$ cat config.mk
export PLATFORM = sky130hd
export DESIGN_NAME = write_req_sink_flat
export DESIGN_NICKNAME = d
export VERILOG_FILES = /design/src/rtl/write_req_pkg.sv /design/src/rtl/write_req_if.sv /design/src/rtl/write_req_fifo_mem.sv /design/src/rtl/write_req_sink.sv /design/src/flat_wrapper.sv
export SDC_FILE = /design/constraint.sdc
export NUM_CORES = 1
export LEC_CHECK = 0
export ABC_CLOCK_PERIOD_IN_PS = 12940
export CAP_MARGIN = 20
export CORE_UTILIZATION = 65
export DETAILED_ROUTE_END_ITERATION = 16
export DONT_BUFFER_PORTS = 1
export GPL_TIMING_DRIVEN = 0
export PLACE_DENSITY = 0.84
export SETUP_SLACK_MARGIN = 0.05
export SLEW_MARGIN = 15
export SYNTH_ARGS = -nofsm -noshare
export SYNTH_HDL_FRONTEND = slang
export SYNTH_SLANG_ARGS = --single-unit
$ cat constraint.sdc
create_clock -name CLK -period 12.94 [get_ports CLK]
set_input_delay 0.647 -clock CLK [delete_from_list [all_inputs] [get_ports CLK]]
set_output_delay 0.647 -clock CLK [all_outputs]
set_load 0.1 [all_outputs]
$ cat src/rtl/write_req_pkg.sv
// Shared types for the WriteReq path: beat layout and field widths.
// Imported by the WriteReq interface, the sink and its storage.
package write_req_pkg;

  localparam int ADDR_W = 32;
  localparam int DATA_W = 8;

  typedef struct packed {
    logic [ADDR_W-1:0] addr;
    logic [DATA_W-1:0] data;
  } wr_beat_t;

endpackage

$ cat src/rtl/write_req_if.sv
// WriteReq beat bundle: one address/data beat per valid cycle.
// There is no back-pressure signal.
interface WriteReq;
  import write_req_pkg::*;

  logic [ADDR_W-1:0] addr;
  logic [DATA_W-1:0] data;
  logic              valid;

  modport master (output addr, output data, output valid);
  modport slave  (input addr, input data, input valid);

endinterface

$ cat src/rtl/write_req_fifo_mem.sv
// Beat storage for the sink FIFO: one write port, async head read.
// Contents are deliberately not reset.
module write_req_fifo_mem
  import write_req_pkg::*;
#(
  parameter int DEPTH = 8,
  parameter int PW    = $clog2(DEPTH)
) (
  input  logic          clk,
  input  logic          we,
  input  logic [PW-1:0] waddr,
  input  wr_beat_t      wdata,
  input  logic [PW-1:0] raddr,
  output wr_beat_t      rdata
);

  wr_beat_t mem [DEPTH];

  always_ff @(posedge clk) begin
    if (we) mem[waddr] <= wdata;
  end

  assign rdata = mem[raddr];

endmodule

$ cat src/rtl/write_req_sink.sv
// WriteReq consumer: buffers beats in a show-ahead FIFO and drains
// them into a stallable byte-wide memory port, counting drops.
module write_req_sink
  import write_req_pkg::*;
#(
  parameter int DEPTH  = 8,
  parameter int DROP_W = 16
) (
  input  logic                       CLK,
  input  logic                       RST,
  WriteReq.slave                     req_in,
  input  logic                       flush,
  input  logic                       clr_ovf,
  output logic                       mem_valid,
  input  logic                       mem_ready,
  output logic [ADDR_W-1:0]          mem_addr,
  output logic [DATA_W-1:0]          mem_wdata,
  output logic [$clog2(DEPTH+1)-1:0] level,
  output logic                       overflow,
  output logic [DROP_W-1:0]          drop_cnt
);

  localparam int PW = $clog2(DEPTH);
  localparam int LW = $clog2(DEPTH+1);

  logic [PW-1:0] rd_ptr;
  logic [PW-1:0] wr_ptr;
  logic          full;
  logic          pop;
  logic          push;
  logic          drop;
  wr_beat_t      beat;
  wr_beat_t      head;

  assign beat = '{addr: req_in.addr, data: req_in.data};

  assign full      = (level == LW'(DEPTH));
  assign mem_valid = (level != '0);
  assign pop       = mem_valid & mem_ready;

  // A flushed cycle swallows the incoming beat without counting it.
  assign push = req_in.valid & ~flush & (~full | pop);
  assign drop = req_in.valid & ~flush & full & ~pop;

  // Gate the head so an empty FIFO never exposes stale storage.
  assign mem_addr  = mem_valid ? head.addr : '0;
  assign mem_wdata = mem_valid ? head.data : '0;

  write_req_fifo_mem #(
    .DEPTH (DEPTH)
  ) u_mem (
    .clk   (CLK),
    .we    (push),
    .waddr (wr_ptr),
    .wdata (beat),
    .raddr (rd_ptr),
    .rdata (head)
  );

  always_ff @(posedge CLK or negedge RST) begin
    if (!RST) begin
      rd_ptr <= '0;
      wr_ptr <= '0;
      level  <= '0;
    end else if (flush) begin
      rd_ptr <= '0;
      wr_ptr <= '0;
      level  <= '0;
    end else begin
      if (push) wr_ptr <= wr_ptr + PW'(1);
      if (pop)  rd_ptr <= rd_ptr + PW'(1);
      level <= level + LW'(push) - LW'(pop);
    end
  end

  always_ff @(posedge CLK or negedge RST) begin
    if (!RST) begin
      overflow <= 1'b0;
      drop_cnt <= '0;
    end else if (drop) begin
      overflow <= 1'b1;
      if (clr_ovf)
        drop_cnt <= DROP_W'(1);
      else if (!(&drop_cnt))
        drop_cnt <= drop_cnt + DROP_W'(1);
    end else if (clr_ovf) begin
      overflow <= 1'b0;
      drop_cnt <= '0;
    end
  end

endmodule

$ cat src/flat_wrapper.sv
// flat-port wrapper written by rule: the top's interface ports become plain ports
module write_req_sink_flat import write_req_pkg::*;
#(
  parameter int DEPTH  = 8,
  parameter int DROP_W = 16
)
  (CLK, RST, flush, clr_ovf, mem_valid, mem_ready, mem_addr, mem_wdata, level, overflow, drop_cnt, req_in_addr, req_in_data, req_in_valid);
  WriteReq req_in_i ();
  input  logic CLK;
  input  logic RST;
  input  logic flush;
  input  logic clr_ovf;
  output logic mem_valid;
  input  logic mem_ready;
  output logic [ADDR_W-1:0] mem_addr;
  output logic [DATA_W-1:0] mem_wdata;
  output logic [$clog2(DEPTH+1)-1:0] level;
  output logic overflow;
  output logic [DROP_W-1:0] drop_cnt;
  input wire logic [$bits(req_in_i.addr)-1:0] req_in_addr;
  input wire logic [$bits(req_in_i.data)-1:0] req_in_data;
  input wire logic [$bits(req_in_i.valid)-1:0] req_in_valid;
  assign req_in_i.addr = req_in_addr;
  assign req_in_i.data = req_in_data;
  assign req_in_i.valid = req_in_valid;
  write_req_sink #(.DEPTH(DEPTH), .DROP_W(DROP_W)) u_core (.CLK(CLK), .RST(RST), .req_in(req_in_i), .flush(flush), .clr_ovf(clr_ovf), .mem_valid(mem_valid), .mem_ready(mem_ready), .mem_addr(mem_addr), .mem_wdata(mem_wdata), .level(level), .overflow(overflow), .drop_cnt(drop_cnt));
endmodule
# Word-level counts from Yosys, hierarchy flattened
# Memories as Yosys holds them, arrays and structs flattened.
# Index checks and enable logic that the tools add are counted.
# totals
out_inout_bits	62
word_cells	43
ff_bits	27
n_memories	1
rom_bits	0
latch_bits	0
in_bits	46
ram_bits	320
# mem_list
name	words	width	rd	rd_clocked_by_memory_dff	wr	line_no	text
u_core.u_mem.mem	8	40	1	0	1	write_req_fifo_mem.sv:17	wr_beat_t mem [DEPTH];
# classes
add_sub_neg	5
reduce_logical	6
n_bitwise	9
shift	0
n_eq_ne	2
mul	0
n_div	0
n_lt_le_gt_ge	0
n_mux	15
# ops
operator	n
$mux W16	4
$mux W32	1
$add A16 B1 Y16 const B	1
$reduce_and A16 Y1	1
$mux W3	4
$mux W8	1
$add A3 B1 Y3 const B	2
$reduce_bool A2 Y1	3
$and A1 B1 Y1	5
$add A4 B1 Y4	1
$eq A4 B4 Y1 const B	1
$mux W1	4
$mux W4	1
$reduce_bool A4 Y1	1
$sub A4 B1 Y4	1
$not A1 Y1	3
$ne A2 B2 Y1 const B	1
$reduce_and A2 Y1	1
$or A1 B1 Y1	1

# Longest topological paths before layout
# Gate-level depths: netlist of the first run.
# depth
ltp_word	7
ltp_mapped	12
depth_no_buf	11

# Cells and area by module
# Synthesis of the first run repeated with hierarchy kept, for this count alone.
# hier_totals
cells_unflattened	685
area_unflattened_um2	14187.4
# modules_own_cells
module	seq_area_each_um2	area_each_um2	cells_per_inst	n_inst
write_req_fifo_mem	9609.2	12370.6	475	1
write_req_sink	675.6	1816.7	210	1

# Worst setup path after synthesis of the first run
# OpenSTA, ideal clock, no wires.
# synth_timing
path_type	register to register
from	reg u_core.level[2]
to	mem u_core.u_mem.mem[0][0] (netlist bit), enable pin
path_buffers	0
setup_ns	0.487
stages_incl_launch_ff	7
path_slack_ns	7.456
synth_period_minus_slack_ns	5.484
t_required_ns	12.453
arrival_time_ns	4.997
path_cell_list	dfrtp_1 > inv_1 > ha_1 > nand2b_1 > a41oi_1 > nand2b_1 > nor3_1
# synth_between
elab_chain_len	6
elab_cells_between_ends	8
cone_classes	1 x eq/ne; 2 x mux; 4 x bitwise; 1 x reduce/logical
# synth_rtl
element	line_no	text
start, declared	write_req_sink.sv:18	output logic [$clog2(DEPTH+1)-1:0] level,
start signal, assigned	write_req_sink.sv:72	level <= level + LW'(push) - LW'(pop);
$reduce_bool A4 Y1 or $eq A4 B4 Y1 (tied branches)	write_req_sink.sv:38, write_req_sink.sv:37	
$and A1 B1 Y1 or $not A1 Y1 (tied branches)	write_req_sink.sv:39, write_req_sink.sv:42	
$or A1 B1 Y1 (*)	write_req_sink.sv:42	assign push = req_in.valid & ~flush & (~full | pop);
$and A1 B1 Y1 (*)	write_req_sink.sv:42	
$mux W1 (*)	write_req_fifo_mem.sv:20	if (we) mem[waddr] <= wdata;
$mux W1 (implied by the code) (*)	write_req_fifo_mem.sv:20	
end, declared	write_req_fifo_mem.sv:17	
# Every way passes the cells marked *; elsewhere a longest branch is shown, timed or not.

# Worst setup path in the final report of the first run
# layout_timing
from	reg u_core.level[2]
to	out mem_addr[0]
# layout_between
elab_chain_len	2
# layout_rtl
element	line_no	text
$reduce_bool A4 Y1	write_req_sink.sv:38	assign mem_valid = (level != '0);
$mux W32	write_req_sink.sv:46	assign mem_addr = mem_valid ? head.addr : '0;
end, declared	flat_wrapper.sv:15	output logic [ADDR_W-1:0] mem_addr;
# No other way between the ends.

==> results of run 1 <==
-- final timing paths --
kind / start / end / depth (start not counted)
max: u_core.level[2] / mem_addr[0] / 6
min: req_in_data[7] / u_core.u_mem.mem[3][7] / 0
max in group asynchronous: RST / u_core.drop_cnt[2] / 2
max reg2reg: u_core.level[2] / u_core.u_mem.mem[2][19] / 8
min reg2reg: u_core.wr_ptr[0] / u_core.wr_ptr[0] / 2
min in group asynchronous: RST / u_core.level[2] / 2
-- flip-flops by register name, summed over array words and instances (netlist names) --
signal,flops
u_core.u_mem.mem,320
u_core.drop_cnt,16
u_core.level,4
u_core.rd_ptr,3
u_core.wr_ptr,3
u_core.overflow,1
-- metrics by stage --
stage	hold slack (ns)	total power [W]	cells	cell area [µm²]	util
final	0.211	0.00359	1050	15900	0.775
after floorplan	0.351	0.00237	692	13800	-
after detailed placement	0.352	0.00257	986	14700	0.717
after global routing	0.197	0.00368	1050	15900	0.775
after CTS	0.201	0.00361	1050	15900	0.775
after global placement	0.352	0.00249	962	14100	0.689
-- per-layer routing --
metal | routed length (µm) | part of all wire
met1 | 11200 | 0.35
met2 | 17100 | 0.53
met3 | 2960 | 0.092
met4 | 1090 | 0.034
met5 | 0 | 0
-- cell usage in the layout (no fill, tap or decap), drive strengths merged, types with 5 or more instances in the layout --
| master | n |
|---|---|
| edfxtp | 320 |
| nor2 | 52 |
| clkinv | 12 |
| buf | 39 |
| nor2b | 8 |
| clkbuf | 61 |
| nand2 | 16 |
| bufinv | 5 |
| or4 | 7 |
| dfrtp | 27 |
| nand4 | 6 |
| and3 | 5 |
| inv | 10 |
| mux4 | 80 |
| mux2i | 43 |
| nand3 | 17 |
| ha | 8 |
| a21oi | 10 |
| nand2b | 8 |
-- area by class of cell --
cell class,count,area share
Inverter,9,0.00213
Timing Repair Buffer,26,0.0284
Clock buffer,43,0.0584
Multi-Input combinational cell,304,0.220
Tap cell,270,0.0213
Clock inverter,19,0.0146
Sequential cell,347,0.648
Buffer,32,0.00827
-- logic make-up after synthesis --
kind of cell	share of synthesized area
simple gates	0.0530
flops	0.746
buf+inv	0.0120
compound gates	0.0143
fa+ha+maj	0.00872
xor+xnor	0.00381
mux	0.162
-- where the power goes --
part           switching [W]  leakage [nW]  internal, W
Clock               0.000414         0.565     0.000612
Combinational       0.000965          1.24     0.000263
Sequential         0.0000702          3.26      0.00127
-- what timing repair did --
action / in CTS / in global routing
hold endpoints to repair: 27 / 0
hold buffers: 2 / 0
gates resized for setup: 0 / 0
==> key figures, run 1 <==
CTS
  • Clock transition at path regs: 0.06 ns
  • Max Root-Sink Buffers: 3
  • Post-CTS Setup Repair Bufs: 0
  • Clk Latency, worst-skew pair: between 0.5 and 0.6 ns
  • Clock root buffer: clkbuf_16
  • CTS H-tree depth: 2
  • CTS tree: done
  • Number of CTS-inserted buffers: 35
  • Clock sink count: 347

Place
  • Routability cong.: 0.903
  • Pre-CTS setup slack: approximately 9.0 ns
  • Port-buffer cells: 0
  • Hpwl dp: about 19000 µm

Floorplanning
  • IO Count: 108
  • Core Region: 0.0205 mm²
  • Die Ht: roughly 150 µm
  • Total die area: 0.0218 mm²
  • Starting Density: 0.672
  • Die Span X: 148 µm
  • # rows: 52

Flow run
  • Max cap viols: 0

GRT
  • Largest net degree at the start of global routing: 28
  • Met1 Usage GRT: 0.382
  • GR met3 Demand/Resource: 0.0707
  • Initial antenna violation count: 0
  • Total grt overflow: 0
  • Total GRT Usage: 0.310
  • Most Crowded Layer GR: met2
  • First-pass GRT wire length: 47800 µm
  • GR Util met2: 0.536
  • Vias in the first global route: approximately 7700

Power
  • Pwr per Cell Area: 226 mW/mm²
  • Leak: 5.07 nW
  • IR drop worst, VDD: ~0.16 mV

Layout
  • # diodes: 0
  • Reg area: 0.0103 mm²
  • Share of layout cells above drive strength 1: 0.281
  • Area grow syn2layout: 15.3%
  • Fill count: 1036
  • Nets@finish: 810
  • Area used by multi-input combinational logic: 0.00349 mm²

Yosys
  • Synth top area share: 0.697
  • Netlist Area Pre-Place: 0.0138 mm²
  • Cell taking the most area after synthesis: edfxtp_1
  • Synthesized flop and latch total: 347
  • Syn avg cell area: 19.9 µm²
  • Synthesized instance count: 692
  • Seq/Total Area, Yosys: 0.746
  • Post-synth EDFFs: 320
  • Top cells by count, synth: edfxtp_1 (320), mux4_2 (80), nor2_1 (52), mux2i_1 (43), dfrtp_1 (27)
  • Ys async rst share: 0.0778
  • Cell with the most instances after synthesis: edfxtp_1
  • Netlist cell types: 45
  • Syn nets: 747
  • Most used DFF post-synth: edfxtp_1
  • Warnings from Yosys: 0
  • Top cells by area, synth: edfxtp_1 (70%), mux4_2 (13%), dfrtp_1 (4.9%)

Setup path
  • Crit. End Element: output port
  • Crit start category: flop
  • Critical Path RT: 12.29 ns
  • Setup Crit Path Kind: reg2out
  • Sum of buffers and inverters on the critical path: 3
  • Critical Path Fanout Max: 10
  • Reg-to-reg setup timing slack: 8.96 ns
  • CP Cell Sequence: inv_1 > ha_1 > and3_1 > clkbuf_1 > clkbuf_1 > nor2_2
  • Delay-heaviest family, CP: simple AND/OR/NAND/NOR gates
  • Worst path max stage delay: 1.00 ns
  • Arrival time worst endpoint: 3.83 ns
  • CP max stage cell: nor2_2
  • Crit-path most repeated cell: clkbuf_1

Timing
  • Worst slew pin tran: approximately 1.2 ns
  • Final critical-path share of the clock period: 0.346
  • Max Freq: around 220 MHz
  • RSZ-0062 raised after global routing: no
  • Slew margin rel.: 0.227
  • Fin Setup TNS: 0 ns
  • Setup ws final: 8.46 ns
  • Final Max Slew Viols: 0
  • Final min period: 4.48 ns
  • Final setup viols: 0
  • Worst clock skew: about 0.018 ns
  • Final hold violation count: 0

Detailed routing
  • Initial DRC Count: 609
  • Post-DRT Antenna Nets: 0
  • Vias/cell: between 6 and 7
  • DR DRC count: 0
  • Routed WL per cell: slightly above 30 µm
  • Via total after detailed routing: 7269
  • DRT Wirelength: roughly 32000 µm
  • DRT Pass-1 Iters: 5

Hold path
  • Hold WC Path Type: in2reg

Status
  • Outcome: completed
Power figures use the tool's default switching activity.
==> inputs of run 2 (changes only) <==
- ABC_CLOCK_PERIOD_IN_PS: 12940 -> 4300
- CORE_UTILIZATION: 65 -> 63
- PLACE_DENSITY: 0.84 -> 0.82
- clock period: 12.94 -> 4.3 ns (I/O delays scaled with it)
==> key figures, run 2 (synthesis results as in run 1) <==
GRT
  • Total GRT Usage: 0.270
  • Total grt overflow: 0
  • Vias in the first global route: between 7000 and 8000
  • Initial antenna violation count: 0
  • First-pass GRT wire length: approximately 44000 µm
  • Largest net degree at the start of global routing: 28

Setup path
  • CP max stage cell: nor2_2
  • Arrival time worst endpoint: ~3.8 ns
  • Critical Path RT: 4.09 ns
  • Worst path max stage delay: 1.06 ns
  • CP Cell Sequence: inv_1 > and3_1 > clkbuf_1 > clkbuf_1 > nor2_2
  • Critical Path Fanout Max: 10
  • Setup Crit Path Kind: reg2out
  • Crit-path most repeated cell: clkbuf_1
  • Crit start category: flop
  • Crit. End Element: output port

Place
  • Pre-CTS setup slack: ~0.16 ns
  • Area after DPL: 0.0146 mm²
  • Routability cong.: 0.927
  • Port-buffer cells: 0
  • Hpwl dp: approximately 18000 µm

Layout
  • Commonest non-fill, non-tap cell in the layout: edfxtp_1
  • Design Area, Final: between 0.015 and 0.02 mm²
  • # diodes: 0
  • Share of layout cells above drive strength 1: 0.254
  • Top reg by flops: u_core.u_mem.mem
  • Max reg flops: 320
  • Area grow syn2layout: 16.6%
  • Largest registers: u_core.u_mem.mem x320, u_core.drop_cnt x16, u_core.level x4
  • Most frequent cells in the layout: edfxtp_1 (320), mux4_2 (80), mux2i_1 (43)
  • Nets@finish: 843
  • Final core occ: 0.757

Floorplanning
  • Die Span X: between 100 and 150 µm
  • IO Count: 108
  • Die Ht: 150 µm
  • Core Region: roughly 0.021 mm²
  • # rows: 53
  • Starting Density: 0.649
  • Total die area: 0.0225 mm²

Flow run
  • Max cap viols: 0

Power
  • Pwr per Cell Area: roughly 650 mW/mm²
  • Total Power: 0.0104 W
  • Leak: just over 5 nW
  • IR drop worst, VDD: between 0.5 and 0.6 mV

CTS
  • Clock root buffer: clkbuf_16
  • Number of CTS-inserted buffers: 35
  • Clk Latency, worst-skew pair: 0.51 ns
  • CTS tree: done
  • Clock transition at path regs: 0.06 ns
  • Max Root-Sink Buffers: 3
  • CTS H-tree depth: 2
  • Clock sink count: 347

Timing
  • Final setup viols: 0
  • Final hold violation count: 0
  • Hold slack: 0.0942 ns
  • Setup ws final: roughly 0.29 ns
  • RSZ-0062 raised after global routing: no
  • Final critical-path share of the clock period: 0.933
  • Slew margin rel.: 0.213
  • Final Max Slew Viols: 0
  • Worst slew pin tran: 1.18 ns
  • Worst clock skew: 0.0104 ns
  • Max Freq: ~250 MHz
  • Final min period: 4.01 ns

Detailed routing
  • Post-DRT Antenna Nets: 0
  • DR DRC count: 0
  • Via total after detailed routing: approximately 7000
  • Vias/cell: 6.63
  • DRT Wirelength: 29100 µm
  • Initial DRC Count: 540
  • Routed WL per cell: 26.8 µm
  • DRT Pass-1 Iters: 5

Hold path
  • Hold WC Path Type: in2reg

Status
  • Outcome: completed
## run 2: layer usage
layer / track usage / part of all wire / vias up
met2: 0.454 / 0.51 / 392
li1: - / - / 3008
met5: 0 / 0 / -
met3: 0.0561 / 0.089 / 61
met4: 0.0960 / 0.023 / 0
met1: 0.353 / 0.37 / 3729
## run 2: cell type report
type | instances | area, µm²
clock inverters | 17 | 83.8
plain buffers | 32 | 131
flip-flops and latches | 347 | 10300
inverters | 9 | 33.8
clock buffers | 42 | 902
fillers | 1142 | 5150
well taps | 275 | 344
multi-input cells | 304 | 3500
repair buffers | 59 | 786
## run 2: what timing repair did
item                                   CTS  global route
setup endpoints to repair                0           103
gates resized for setup                  0             2
endpoints found under the hold margin  350             0
hold buffers                            43             0
setup buffers                            0             2
## run 2: metrics by stage
step	cells	setup TNS (ns)
after CTS	1083	0
after floorplan	692	-24.59
after global routing	1085	0
after detailed placement	981	0
final	1085	0
after global placement	967	-599.58
## run 2: critical path, delay by kind of cell, from the launching register on
| kind | cells | cell delay [ns] |
|---|---|---|
| and+or+nand+nor | 2 | 1.32 |
| buffers and inverters | 3 | 0.94 |
| DFF | 1 | 1.02 |
## run 2: report_power, final
group          internal [W]  switching (W)  total, W
logic              0.000823        0.00289   0.00371
clock network       0.00149        0.00119   0.00269
registers           0.00382       0.000207   0.00403
## run 2: worst paths after layout
check	start	to	slack [ns]	cells after the start
setup / recovery	u_core.level[1]	mem_addr[25]	0.29	5
setup reg to reg	u_core.level[1]	u_core.level[1]	0.44	9
hold reg to reg	u_core.wr_ptr[0]	u_core.wr_ptr[0]	0.66	2
max in group asynchronous	RST	u_core.level[3]	3.98	2
min in group asynchronous	RST	u_core.drop_cnt[13]	0.15	2
hold / removal	flush	u_core.drop_cnt[1]	0.09	3
